$ cat src/rtl/ax_rr_arbiter_if.sv
// ax_rr_arbiter_if: handshake/bus bundle between the Ax requesters, the
// arbiter and the downstream master Ax channel (AW or AR).
//   req_valid_i / req_data_i / req_ready_o : per-requester Ax handshake
//   ax_valid_o  / ax_data_o  / ax_ready_i  : shared master Ax handshake
// Signal suffixes are from the arbiter's point of view.
// modport slave  : the arbiter
// modport master : the environment (requesters + downstream slave)
interface ax_rr_arbiter_if #(
    parameter int  NUM_REQ      = 4,
    parameter type ax_channel_t = logic
);
    logic        [NUM_REQ-1:0] req_valid_i;
    ax_channel_t [NUM_REQ-1:0] req_data_i;
    logic        [NUM_REQ-1:0] req_ready_o;
    logic                      ax_valid_o;
    ax_channel_t               ax_data_o;
    logic                      ax_ready_i;

    modport slave (
        input  req_valid_i, req_data_i, ax_ready_i,
        output req_ready_o, ax_valid_o, ax_data_o
    );

    modport master (
        output req_valid_i, req_data_i, ax_ready_i,
        input  req_ready_o, ax_valid_o, ax_data_o
    );
endinterface

$ cat src/rtl/ax_rr_arbiter.sv
// ax_rr_arbiter: shares one AXI master Ax channel between NUM_REQ requesters.
// A winner is picked round-robin in IDLE, its beat is registered and held on
// the master channel (HOLD) until ax_ready_i. Outstanding transactions are
// counted against MAX_OUTSTANDING; no grant is issued while the cap is reached.
// Ports:
//   clk_i, rst_ni      clock, synchronous active-low reset
//   bus (slave)        requester handshakes + master Ax handshake
//   rsp_done_i         one transaction completed downstream
//   outstanding_o      issued-but-uncompleted count
//   busy_o             HOLD or outstanding_o != 0
//   err_underflow_o    sticky: rsp_done_i seen with count == 0
// Build option: AX_ARB_FIXED_PRIO_EN selects fixed priority (lowest index).

// Per-requester ready decode.
module ax_rr_arbiter_lane #(
    parameter int IDX   = 0,
    parameter int IDX_W = 2
) (
    input  logic             grant_i,
    input  logic [IDX_W-1:0] win_i,
    output logic             ready_o
);
    assign ready_o = grant_i && (win_i == IDX_W'(IDX));
endmodule

module ax_rr_arbiter #(
    parameter int  NUM_REQ         = 4,
    parameter type ax_channel_t    = logic,
    parameter int  MAX_OUTSTANDING = 8
) (
    input  logic                                   clk_i,
    input  logic                                   rst_ni,
    ax_rr_arbiter_if.slave                         bus,
    input  logic                                   rsp_done_i,
    output logic [$clog2(MAX_OUTSTANDING+1)-1:0]   outstanding_o,
    output logic                                   busy_o,
    output logic                                   err_underflow_o
);
    localparam int IDX_W = $clog2(NUM_REQ);
    localparam int CNT_W = $clog2(MAX_OUTSTANDING + 1);

    typedef logic [IDX_W:0]   sum_t;   // one extra bit: ptr + offset < 2*NUM_REQ
    typedef logic [IDX_W-1:0] idx_t;
    typedef enum logic { IDLE, HOLD } state_e;

    state_e             state_q, state_d;
    idx_t               ptr_q, ptr_d;
    ax_channel_t        ax_data_q, ax_data_d;
    logic [CNT_W-1:0]   cnt_q, cnt_d;
    logic               err_q, err_d;

    logic               found;
    idx_t               win;
    sum_t               idx_s;
    logic               cap_ok, grant, hs;
    logic [NUM_REQ-1:0] ready;

    // Search from the pointer, wrapping; first valid requester wins.
    // In fixed-priority builds the pointer never leaves 0, so the same search
    // degenerates to lowest-index-first.
    always_comb begin
        found = 1'b0;
        win   = '0;
        idx_s = '0;
        for (int k = 0; k < NUM_REQ; k++) begin
            idx_s = sum_t'(ptr_q) + sum_t'(k);
            if (idx_s >= sum_t'(NUM_REQ)) idx_s = idx_s - sum_t'(NUM_REQ);
            if (!found && bus.req_valid_i[idx_t'(idx_s)]) begin
                found = 1'b1;
                win   = idx_t'(idx_s);
            end
        end
    end

    assign cap_ok = cnt_q < CNT_W'(MAX_OUTSTANDING);
    // rst_ni gates ready so nothing is acknowledged while reset is applied.
    assign grant  = rst_ni && (state_q == IDLE) && found && cap_ok;
    assign hs     = (state_q == HOLD) && bus.ax_ready_i;

    for (genvar g = 0; g < NUM_REQ; g++) begin : g_lane
        ax_rr_arbiter_lane #(.IDX(g), .IDX_W(IDX_W)) u_lane (
            .grant_i (grant),
            .win_i   (win),
            .ready_o (ready[g])
        );
    end

    // Next state, pointer and output slice.
    always_comb begin
        state_d   = state_q;
        ptr_d     = ptr_q;
        ax_data_d = ax_data_q;
        case (state_q)
            IDLE: begin
                if (grant) begin
                    state_d   = HOLD;
                    ax_data_d = bus.req_data_i[win];
`ifdef AX_ARB_FIXED_PRIO_EN
                    ptr_d     = '0;
`else
                    ptr_d     = (win == idx_t'(NUM_REQ - 1)) ? '0 : win + idx_t'(1);
`endif
                end
            end
            HOLD: begin
                if (bus.ax_ready_i) state_d = IDLE;
            end
            default: state_d = IDLE;
        endcase
    end

    // Outstanding counter; simultaneous issue and completion cancel out.
    always_comb begin
        cnt_d = cnt_q;
        err_d = err_q;
        if (hs && !rsp_done_i) begin
            cnt_d = cnt_q + CNT_W'(1);
        end else if (!hs && rsp_done_i) begin
            if (cnt_q == '0) err_d = 1'b1;
            else             cnt_d = cnt_q - CNT_W'(1);
        end
    end

    always_ff @(posedge clk_i) begin
        if (!rst_ni) begin
            state_q   <= IDLE;
            ptr_q     <= '0;
            ax_data_q <= '0;
            cnt_q     <= '0;
            err_q     <= 1'b0;
        end else begin
            state_q   <= state_d;
            ptr_q     <= ptr_d;
            ax_data_q <= ax_data_d;
            cnt_q     <= cnt_d;
            err_q     <= err_d;
        end
    end

    assign bus.req_ready_o = ready;
    assign bus.ax_valid_o  = (state_q == HOLD);
    assign bus.ax_data_o   = ax_data_q;
    assign outstanding_o   = cnt_q;
    assign busy_o          = (state_q == HOLD) || (cnt_q != '0);
    assign err_underflow_o = err_q;
endmodule

$ cat src/flat_wrapper.sv
// flat-port wrapper written by rule: the top's interface ports become plain ports
module ax_rr_arbiter_flat 
#(
    parameter int  NUM_REQ         = 4,
    parameter type ax_channel_t    = logic,
    parameter int  MAX_OUTSTANDING = 8
)
  (clk_i, rst_ni, rsp_done_i, outstanding_o, busy_o, err_underflow_o, bus_req_valid_i, bus_req_data_i, bus_ax_ready_i, bus_req_ready_o, bus_ax_valid_o, bus_ax_data_o);
  ax_rr_arbiter_if #(.NUM_REQ(NUM_REQ), .ax_channel_t(ax_channel_t)) bus_i ();
  input  logic clk_i;
  input  logic rst_ni;
  input  logic rsp_done_i;
  output logic [$clog2(MAX_OUTSTANDING+1)-1:0] outstanding_o;
  output logic busy_o;
  output logic err_underflow_o;
  input wire logic [$bits(bus_i.req_valid_i)-1:0] bus_req_valid_i;
  input wire logic [$bits(bus_i.req_data_i)-1:0] bus_req_data_i;
  input wire logic [$bits(bus_i.ax_ready_i)-1:0] bus_ax_ready_i;
  output wire logic [$bits(bus_i.req_ready_o)-1:0] bus_req_ready_o;
  output wire logic [$bits(bus_i.ax_valid_o)-1:0] bus_ax_valid_o;
  output wire logic [$bits(bus_i.ax_data_o)-1:0] bus_ax_data_o;
  assign bus_i.req_valid_i = bus_req_valid_i;
  assign bus_i.req_data_i = bus_req_data_i;
  assign bus_i.ax_ready_i = bus_ax_ready_i;
  assign bus_req_ready_o = bus_i.req_ready_o;
  assign bus_ax_valid_o = bus_i.ax_valid_o;
  assign bus_ax_data_o = bus_i.ax_data_o;
  ax_rr_arbiter #(.NUM_REQ(NUM_REQ), .ax_channel_t(ax_channel_t), .MAX_OUTSTANDING(MAX_OUTSTANDING)) u_core (.clk_i(clk_i), .rst_ni(rst_ni), .bus(bus_i), .rsp_done_i(rsp_done_i), .outstanding_o(outstanding_o), .busy_o(busy_o), .err_underflow_o(err_underflow_o));
endmodule
$ cat config.mk
export PLATFORM = sky130hd
export DESIGN_NAME = ax_rr_arbiter_flat
export DESIGN_NICKNAME = d
export VERILOG_FILES = /design/src/rtl/ax_rr_arbiter_if.sv /design/src/rtl/ax_rr_arbiter.sv /design/src/flat_wrapper.sv
export SDC_FILE = /design/constraint.sdc
export NUM_CORES = 1
export LEC_CHECK = 0
export ABC_AREA = 1
export CORE_UTILIZATION = 35
export CTS_BUF_LIST = sky130_fd_sc_hd__clkbuf_8
export DETAILED_ROUTE_END_ITERATION = 10
export SYNTH_ARGS = -nofsm -noshare
export SYNTH_HDL_FRONTEND = slang
export SYNTH_HIERARCHICAL = 1
export SYNTH_SLANG_ARGS = --single-unit
$ cat constraint.sdc
create_clock -name clk_i -period 2.6 [get_ports clk_i]
set_clock_uncertainty 0.1 [all_clocks]
set_input_delay 0.65 -clock clk_i [delete_from_list [all_inputs] [get_ports clk_i]]
set_output_delay 0.65 -clock clk_i [all_outputs]
set_load 0.02 [all_outputs]
==> flow_metrics.env, run 1 <==
export IMPL_synth_area_per_cell_um2=6.520
export IMPL_ir_drop_mv=0.8945
export IMPL_ys_types=27
export IMPL_cp_max_fo=5
export IMPL_ant_nets=0
export IMPL_wl_per_cell_um=10.29
export IMPL_crit_type="input pin to output port"
export IMPL_place_congestion=0.8218
export IMPL_drv_slew=0
export IMPL_period_minus_slack_ns=2.543
export IMPL_setup_tns_final_ns=0
export IMPL_status="finished clean"
export IMPL_areaGrowthSynthToFinish_pct=63.71
export IMPL_synth_net_count=164
export IMPL_crit_arrival_ns=1.79
export IMPL_power_uw=2132
export IMPL_cts_buffers=3
export IMPL_worst_pin_slew_ns=0.3422
export IMPL_synth_seq_cells=9
export IMPL_rsz0062_at_grt="yes"
export IMPL_power_density_mw_per_mm2=1359
export IMPL_die_w_um=54.33
export IMPL_clk_pin_slew_ns=0.05
export IMPL_final_cells=228
export IMPL_ys_async_sr_fraction=0
export IMPL_drc=0
export IMPL_die_h_um=54.33
export IMPL_clock_sinks=9
export IMPL_hpwl_mm=1.825
export IMPL_synth_top_area_frac=0.1880
export IMPL_diodes=0
export IMPL_vias_per_cell=4.658
export IMPL_insertion_delay_ns=0.23
export IMPL_grt_pass1_wl_mm=3.594
export IMPL_drt_total_wl_mm=2.347
export IMPL_p_leak_uw=0.0007918
export IMPL_fmax_ghz=0.3933
export IMPL_worst_r2r_startpoint="u_core/bus.ax_valid_o$_SDFF_PN0_"
export IMPL_timing_slew_headroom=0.7698
export IMPL_critical_path_endpoint_type="output port"
export IMPL_initial_core_util=0.3800
export IMPL_overflow=0
export IMPL_startpoint="bus_req_valid_i[2]"
export IMPL_core_mm2=0.002522
export IMPL_htree_levels=1
export IMPL_synthTopCellsByArea="dfxtp_1 (19%), nand2_1 (19%), inv_1 (7.8%), nand2_2 (7.2%), ha_1 (5.2%)"
export IMPL_drt_iter0_drc=22
export IMPL_dp_cells=221
export IMPL_yosysSeqAreaShare=0.1880
export IMPL_yosys_warnings=6
export IMPL_io_buffer_count=23
export IMPL_grt_pass1_vias=952
export IMPL_antenna_found_initial=0
export IMPL_synth_cells=147
export IMPL_synth_edf_count=0
export IMPL_syn_area_um2=958.4
export IMPL_synth_top_area_cell="dfxtp_1"
export IMPL_startpoint_type="input pin"
export IMPL_period_share=0.9779
export IMPL_via_count=1062
export IMPL_firstDrtPassIters=4
export IMPL_utilization=0.6220
export IMPL_hold_viol_final=0
export IMPL_hold_path_class="flip-flop to flip-flop"
export IMPL_hold_slack_ns=0.3585
export IMPL_nets=216
export IMPL_synthFlopType="dfxtp_1"
export IMPL_dieArea_mm2=0.002952
export IMPL_cts_tree="done"
export IMPL_drive_above_1_share=0.4646
export IMPL_grt_usage=0.1660
export IMPL_synth_commonest_cells="nand2_1 (48), inv_1 (20), nand2_2 (11)"
export IMPL_min_delay_start="u_core/err_underflow_o$_SDFFE_PN0P_"
export IMPL_cts_hold_buf=0
export IMPL_setup_violations=0
export IMPL_grt_max_degree=10
export IMPL_cp_required_ns=1.85
export IMPL_cts_root_buffer="clkbuf_8"
export IMPL_ios=24
export IMPL_rows=18
export IMPL_maxCapViolations=0
export IMPL_synth_most_common_cell="nand2_1"
export IMPL_clock_path_buffers=2
==> cell families after synthesis <==
logic type / synth area share
compound gates: 0.07962
xor+xnor: 0.009140
fa+ha+maj: 0.07311
buf+inv: 0.1162
flops: 0.1880
simple gates: 0.5340
==> report_power, final <==
group | total, uW | internal (uW) | switching [uW]
clock | 159 | 103 | 56.1
combinational | 1710 | 775 | 931
sequential | 267 | 203 | 64.7
total | 2130 | 1080 | 1050
==> registers in the layout, indices dropped and copies added (netlist names) <==
register / cells
u_core/bus.ax_data_o: 1
u_core/ptr_q: 2
u_core/bus.ax_valid_o: 1
u_core/outstanding_o: 4
u_core/err_underflow_o: 1
==> metrics by stage <==
step / worst slack, ns / area (um^2)
after CTS: 0.001292 / 1451
after global routing: -0.02538 / 1569
final: 0.05736 / 1569
after floorplan: 0.2257 / 958.4
after detailed placement: -0.7972 / 1380
after global placement: -0.7319 / 1380
==> cell type report <==
cell class,instances,area [um^2]
Inverter,26,118.9
Clock buffer,3,41.29
Clock inverter,1,3.754
Tap cell,30,37.54
Sequential cell,9,183.9
Fill cell,219,953.4
Multi-Input combinational cell,111,764.5
Timing Repair Buffer,48,419.2
==> critical path: stages <==
cell,delay [ns]
buf_6,0.10
inv_4,0.05
nand2_4,0.06
nand3_4,0.09
nand2_4,0.08
nor2_8,0.15
nand3_4,0.12
nand3_4,0.09
inv_4,0.05
inv_2,0.05
nand2_2,0.05
nor2_2,0.11
buf_6,0.12
==> worst paths after layout <==
path	depth (start not counted)	end	slack [ns]
setup reg to reg	12	u_core/outstanding_o[3]$_SDFFE_PN0P_	0.66
hold reg to reg	2	u_core/err_underflow_o$_SDFFE_PN0P_	0.36
setup / recovery	13	bus_req_ready_o[0]	0.06
hold / removal	2	u_core/err_underflow_o$_SDFFE_PN0P_	0.36
==> cells in the final DEF, fill, tap and decap left out <==
cell type,Yosys,layout
inv_4,0,6
a211oi_1,2,1
o31ai_1,1,1
dfxtp_1,9,8
clkdlybuf4s50_1,0,15
nor2_1,5,5
a211oi_2,0,1
clkinv_4,0,1
o21ai_2,1,1
inv_1,20,15
o21ai_0,5,4
nand3_4,2,4
a21oi_1,3,3
nand3_1,10,8
fa_1,1,1
nand4_4,1,1
ha_1,4,3
nand4_1,1,1
xnor2_1,1,1
buf_4,0,24
inv_2,4,4
buf_2,0,2
clkinv_2,2,1
nor2_2,4,4
nor2_8,1,1
o21ai_1,1,2
buf_6,1,7
nor4_1,1,1
nand2_1,48,36
nand2_4,3,8
nand2_2,11,18
and3_1,1,1
ha_4,0,1
dfxtp_4,0,1
nand3_2,4,4
clkbuf_8,0,3
==> per-layer routing <==
metal  track usage  vias to the layer above  part of all wire
met5             0                        -                 0
met4       0.06410                        0            0.0060
met3       0.01667                        2             0.026
met2        0.3089                       20              0.51
met1        0.1911                      478              0.46
li1              -                      562                 -
==> what timing repair did <==
action / in CTS / in global routing
pin swaps: 9 / 16
buffers inserted: 2 / 1
gates resized for setup: 52 / 28
endpoints found under the setup margin: 4 / 5
Note: power is estimated with default switching activity, not from simulation.
==> run 2: changes to the inputs <==
--- a/config.mk
+++ b/config.mk
@@ -9,6 +9,7 @@
 export CORE_UTILIZATION = 35
 export CTS_BUF_LIST = sky130_fd_sc_hd__clkbuf_8
 export DETAILED_ROUTE_END_ITERATION = 10
+export GPL_TIMING_DRIVEN = 0
 export SYNTH_ARGS = -nofsm -noshare
 export SYNTH_HDL_FRONTEND = slang
 export SYNTH_HIERARCHICAL = 1
==> run 2 against run 1 <==
Effect of this change:
- critical path depth did not move
- register-to-register slack got worse by 0.10 ns
- wire length rose by 8.2%
- largest cell class unchanged
==> flow_metrics.env, run 2 (synthesized netlist as in run 1, its figures left out) <==
export IMPL_status="finished clean"
export IMPL_place_congestion=0.8703
export IMPL_grt_usage=0.1702
export IMPL_setup_violations=0
export IMPL_mostFrequentLayoutCell="nand2_1"
export IMPL_core_mm2=0.002522
export IMPL_reg2reg_slack_ns=0.56
export IMPL_areaGrowthSynthToFinish_pct=64.23
export IMPL_hold_viol_final=0
export IMPL_htree_levels=1
export IMPL_critical_path_endpoint_type="output port"
export IMPL_cp_max_fo=5
export IMPL_period_share=0.9814
export IMPL_timing_slew_headroom=0.7526
export IMPL_ir_drop_mv=0.8162
export IMPL_worst_pin_slew_ns=0.3681
export IMPL_die_h_um=54.33
export IMPL_dieArea_mm2=0.002952
export IMPL_drt_iter0_drc=18
export IMPL_largest_register_ffs=4
export IMPL_drive_above_1_share=0.4868
export IMPL_diodes=0
export IMPL_cts_root_buffer="clkbuf_8"
export IMPL_hpwl_mm=1.666
export IMPL_layout_cells_most_common_list="nand2_1 (32), nand2_2 (20), buf_4 (15)"
export IMPL_clk_pin_slew_ns=0.05
export IMPL_overflow=0
export IMPL_io_buffer_count=23
export IMPL_wl_per_cell_um=11.59
export IMPL_hold_path_class="flip-flop to flip-flop"
export IMPL_cts_buffers=3
export IMPL_p_sw_frac=0.5037
export IMPL_antenna_found_initial=0
export IMPL_hold_slack_ns=0.3502
export IMPL_design_area_mm2=0.001574
export IMPL_fillers=232
export IMPL_nets=207
export IMPL_ant_nets=0
export IMPL_initial_core_util=0.3800
export IMPL_cts_tree="done"
export IMPL_rows=18
export IMPL_p_comb_frac=0.796
export IMPL_fmax_ghz=0.3919
export IMPL_grt_pass1_wl_mm=3.719
export IMPL_cp_required_ns=1.85
export IMPL_p_leak_uw=0.0007763
export IMPL_maxCapViolations=0
export IMPL_vias_per_cell=4.740
export IMPL_clock_path_buffers=2
export IMPL_drt_total_wl_mm=2.539
export IMPL_die_w_um=54.33
export IMPL_crit_type="input pin to output port"
export IMPL_p_sw_uw=1114
export IMPL_firstDrtPassIters=4
export IMPL_grt_pass1_vias=881
export IMPL_ios=24
export IMPL_drv_slew=0
export IMPL_insertion_delay_ns=0.24
export IMPL_clock_sinks=9
export IMPL_startpoint_type="input pin"
export IMPL_power_density_mw_per_mm2=1405
export IMPL_grt_max_degree=11
export IMPL_dpl_cell_area_mm2=0.001226
export IMPL_cts_hold_buf=0
export IMPL_via_count=1038
export IMPL_p_int_uw=1098
export IMPL_seqPwrFrac=0.130
export IMPL_drc=0
export IMPL_period_minus_slack_ns=2.552
export IMPL_clock_power_share=0.073
export IMPL_crit_arrival_ns=1.80
-- run 2: changes by cell type in the layout (fill, tap and decap cells not counted), sizes merged --
cell / previous run / this run
dlygate4sd2: 0 / 1
buf: 33 / 24
clkdlybuf4s50: 15 / 13
dlymetal6s2s: 0 / 1
-- run 2: cell type report --
type                       count  area [um^2]  area share
multi-input combinational    111        803.3      0.5103
clock inverter                 1        3.754    0.002385
sequential                     9        187.7      0.1192
timing repair buffer          38        362.8      0.2305
tap                           30        37.54     0.02385
clock buffer                   3        41.29     0.02623
buffer                         1        15.01    0.009539
inverter                      26        122.6     0.07790
-- run 2: repair_timing --
| item | in CTS | in global routing |
|---|---|---|
| gates resized for setup | 68 | 32 |
| setup endpoints to repair | 5 | 6 |
| buffers inserted | 9 | 6 |
| pin swaps | 14 | 17 |
| gates cloned | 0 | 0 |
-- run 2: power by group through the flow --
| stage | Combinational (uW) | Sequential [uW] | Clock [uW] |
|---|---|---|---|
| finish | 1760 | 288 | 162 |
| global route | 1920 | 300 | 173 |
| CTS | 1550 | 267 | 163 |
| detailed placement | 1270 | 264 | 0 |
| global placement | 1250 | 263 | 0 |
| floorplan | 901 | 311 | 0 |
-- run 2: worst paths after layout --
check,cells past startpoint,startpoint,endpoint
setup / recovery,13,bus_req_valid_i[3],bus_req_ready_o[0]
setup reg to reg,12,u_core/bus.ax_valid_o$_SDFF_PN0_,u_core/outstanding_o[3]$_SDFFE_PN0P_
hold reg to reg,2,u_core/err_underflow_o$_SDFFE_PN0P_,u_core/err_underflow_o$_SDFFE_PN0P_
hold / removal,2,u_core/err_underflow_o$_SDFFE_PN0P_,u_core/err_underflow_o$_SDFFE_PN0P_
-- run 2: stage by stage --
stage / utilization / worst slack (ns) / total power, uW / setup TNS, ns / std cells
after detailed placement: 0.4861 / -0.8239 / 1534 / -3.586 / 200
after floorplan: - / 0.2257 / 1211 / 0 / 147
after global placement: 0.4861 / -0.8158 / 1511 / -3.496 / 200
after CTS: 0.5575 / 0.006132 / 1984 / 0 / 213
after global routing: 0.6240 / -0.01664 / 2388 / -0.01830 / 219
final: 0.6240 / 0.04842 / 2212 / 0 / 219
-- run 2: metal layers --
layer	vias to the layer above	global-route usage	wire length (um)
met4	0	0.03846	15
met2	15	0.3171	1384
li1	543	-	-
met1	478	0.2066	1081
met5	-	0	0
met3	2	0.01667	57
-- run 2: worst max-delay path: stages --
cell and delay (ns):
buf_6 0.09, inv_2 0.07, nand2_4 0.06, nand3_4 0.09, nand2_4 0.09, nor2_8 0.16, nand3_4 0.12, nand3_4 0.11
inv_4 0.05, inv_2 0.05, nand2_2 0.04, nor2_2 0.10, buf_6 0.12
==> run 3: changes to the inputs <==
--- a/config.mk
+++ b/config.mk
@@ -6,6 +6,7 @@
 export NUM_CORES = 1
 export LEC_CHECK = 0
 export ABC_AREA = 1
+export CORE_MARGIN = 2
 export CORE_UTILIZATION = 35
 export CTS_BUF_LIST = sky130_fd_sc_hd__clkbuf_8
 export DETAILED_ROUTE_END_ITERATION = 10
==> run 3 against run 2 <==
Effect of this change:
- via count is 2.1% lower
- non-clock buffer count decreased by 4
- register-to-register slack better by 0.08 ns
- critical endpoint is now bus_req_ready_o[3]
- power fell by 5.4%
- fmax is 1.2% higher
- utilization fell by 3.0 points
- clock power down 5%
- cell area fell by 4.0%
- clock-buffer cell count is the same
- die area increased by 7.5%
- critical path depth rose by 1
- global-route usage is 2.3 points lower
==> flow_metrics.env, run 3 (synthesized netlist as in run 1, its figures left out) <==
export IMPL_setup_tns_final_ns=0
export IMPL_cp_required_ns=1.85
export IMPL_critical_path_endpoint_type="output port"
export IMPL_drt_total_wl_mm=2.258
export IMPL_startpoint="bus_req_valid_i[2]"
export IMPL_grt_pass1_wl_mm=3.960
export IMPL_ant_nets=0
export IMPL_power_uw=2092
export IMPL_p_leak_uw=0.0007407
export IMPL_cp_max_fo=6
export IMPL_antenna_found_initial=0
export IMPL_die_h_um=56.33
export IMPL_setup_violations=0
export IMPL_drc=0
export IMPL_hold_path_class="flip-flop to flip-flop"
export IMPL_dieArea_mm2=0.003173
export IMPL_worst_r2r_cell_count=12
export IMPL_hpwl_mm=1.649
export IMPL_htree_levels=1
export IMPL_layout_cells_most_common_list="nand2_1 (36), nand2_2 (19), inv_1 (13), clkdlybuf4s50_1 (13), buf_4 (11)"
export IMPL_largest_register_ffs=4
export IMPL_wl_per_cell_um=10.50
export IMPL_maxCapViolations=0
export IMPL_clock_sinks=9
export IMPL_drv_slew=0
export IMPL_insertion_delay_ns=0.23
export IMPL_fmax_ghz=0.3965
export IMPL_fillers=241
export IMPL_hold_depth=2
export IMPL_rows=18
export IMPL_nets=203
export IMPL_place_congestion=0.7624
export IMPL_worst_pin_slew_ns=0.4689
export IMPL_cts_root_buffer="clkbuf_8"
export IMPL_firstDrtPassIters=4
export IMPL_timing_slew_headroom=0.6845
export IMPL_grt_usage=0.1470
export IMPL_core_mm2=0.002545
export IMPL_dp_cells=200
export IMPL_grt_max_degree=11
export IMPL_startpoint_type="input pin"
export IMPL_crit_type="input pin to output port"
export IMPL_final_cells=215
export IMPL_clock_path_buffers=2
export IMPL_period_minus_slack_ns=2.522
export IMPL_areaGrowthSynthToFinish_pct=57.70
export IMPL_ios=24
export IMPL_period_share=0.9700
export IMPL_worst_r2r_startpoint="u_core/bus.ax_valid_o$_SDFF_PN0_"
export IMPL_endpoint="bus_req_ready_o[3]"
export IMPL_status="finished clean"
export IMPL_diodes=0
export IMPL_utilization=0.5939
export IMPL_vias_per_cell=4.726
export IMPL_die_w_um=56.33
export IMPL_mostFrequentLayoutCell="nand2_1"
export IMPL_hold_viol_final=0
export IMPL_rr_endpoint="u_core/outstanding_o[3]$_SDFFE_PN0P_"
export IMPL_power_density_mw_per_mm2=1384
export IMPL_reg2reg_slack_ns=0.64
export IMPL_cts_tree="done"
export IMPL_grt_pass1_vias=961
export IMPL_clk_pin_slew_ns=0.04
export IMPL_drive_above_1_share=0.4486
export IMPL_crit_arrival_ns=1.77
export IMPL_ir_drop_mv=0.9427
export IMPL_via_count=1016
export IMPL_drt_iter0_drc=26
export IMPL_cts_buffers=3
export IMPL_initial_core_util=0.3766
export IMPL_overflow=0
export IMPL_io_buffer_count=23
==> run 3: final cells by class <==
| type | count | area [um^2] | share of cell area |
|---|---|---|---|
| Inverter | 26 | 122.6 | 0.08113 |
| Clock buffer | 3 | 41.29 | 0.02732 |
| Buffer | 1 | 11.26 | 0.007450 |
| Sequential cell | 9 | 185.2 | 0.1225 |
| Multi-Input combinational cell | 111 | 777.0 | 0.5141 |
| Tap cell | 30 | 37.54 | 0.02483 |
| Clock inverter | 1 | 3.754 | 0.002483 |
| Timing Repair Buffer | 34 | 332.8 | 0.2202 |
==> run 3: how the worst min path moves through the flow <==
stage	start	to	slack, ns
after floorplan	u_core/err_underflow_o$_SDFFE_PN0P_	u_core/err_underflow_o$_SDFFE_PN0P_	0.43
after global placement	u_core/err_underflow_o$_SDFFE_PN0P_	u_core/err_underflow_o$_SDFFE_PN0P_	0.35
after detailed placement	u_core/err_underflow_o$_SDFFE_PN0P_	u_core/err_underflow_o$_SDFFE_PN0P_	0.35
after CTS	u_core/err_underflow_o$_SDFFE_PN0P_	u_core/err_underflow_o$_SDFFE_PN0P_	0.36
after global routing	u_core/err_underflow_o$_SDFFE_PN0P_	u_core/err_underflow_o$_SDFFE_PN0P_	0.38
final	u_core/err_underflow_o$_SDFFE_PN0P_	u_core/err_underflow_o$_SDFFE_PN0P_	0.35
==> run 3: metrics by stage <==
stage	area, um^2	worst slack, ns	hold WS, ns
4_1_cts	1361	0.004856	0.3559
5_1_grt	1511	-0.04288	0.3786
2_1_floorplan	958.4	0.2257	0.4263
6_report	1511	0.07791	0.3543
3_5_place_dp	1226	-0.8487	0.3460
3_3_place_gp	1226	-0.8163	0.3461
==> run 3: critical path, cell delays in order <==
cell	delay [ns]
buf_6	0.09
inv_2	0.07
nand2_4	0.07
nand3_4	0.07
nand2_4	0.08
buf_12	0.13
clkinv_4	0.04
nand2_2	0.05
nand2_2	0.07
nand3_4	0.07
inv_4	0.09
nand2_2	0.06
nor2_2	0.09
buf_6	0.12
==> run 3: what timing repair did <==
| item | in CTS | in global routing |
|---|---|---|
| hold buffers | 0 | 0 |
| gates resized for setup | 65 | 26 |
| buffers inserted | 6 | 5 |
| endpoints found under the setup margin | 5 | 5 |
| pin swaps | 15 | 13 |
==> run 3: per-layer routing <==
layer	global-route usage	vias up	share of wire
met5	0	-	0
met3	0.02304	0	0.040
li1	-	540	-
met1	0.1746	455	0.46
met4	0.04082	0	0
met2	0.2706	21	0.50
==> run 3: power by group <==
part	leakage, uW	switching (uW)	internal (uW)	total, uW
clock network	0.0000269	51.8	103	154
logic	0.000638	930	728	1660
registers	0.0000755	74.3	206	280
total	0.000741	1060	1040	2090
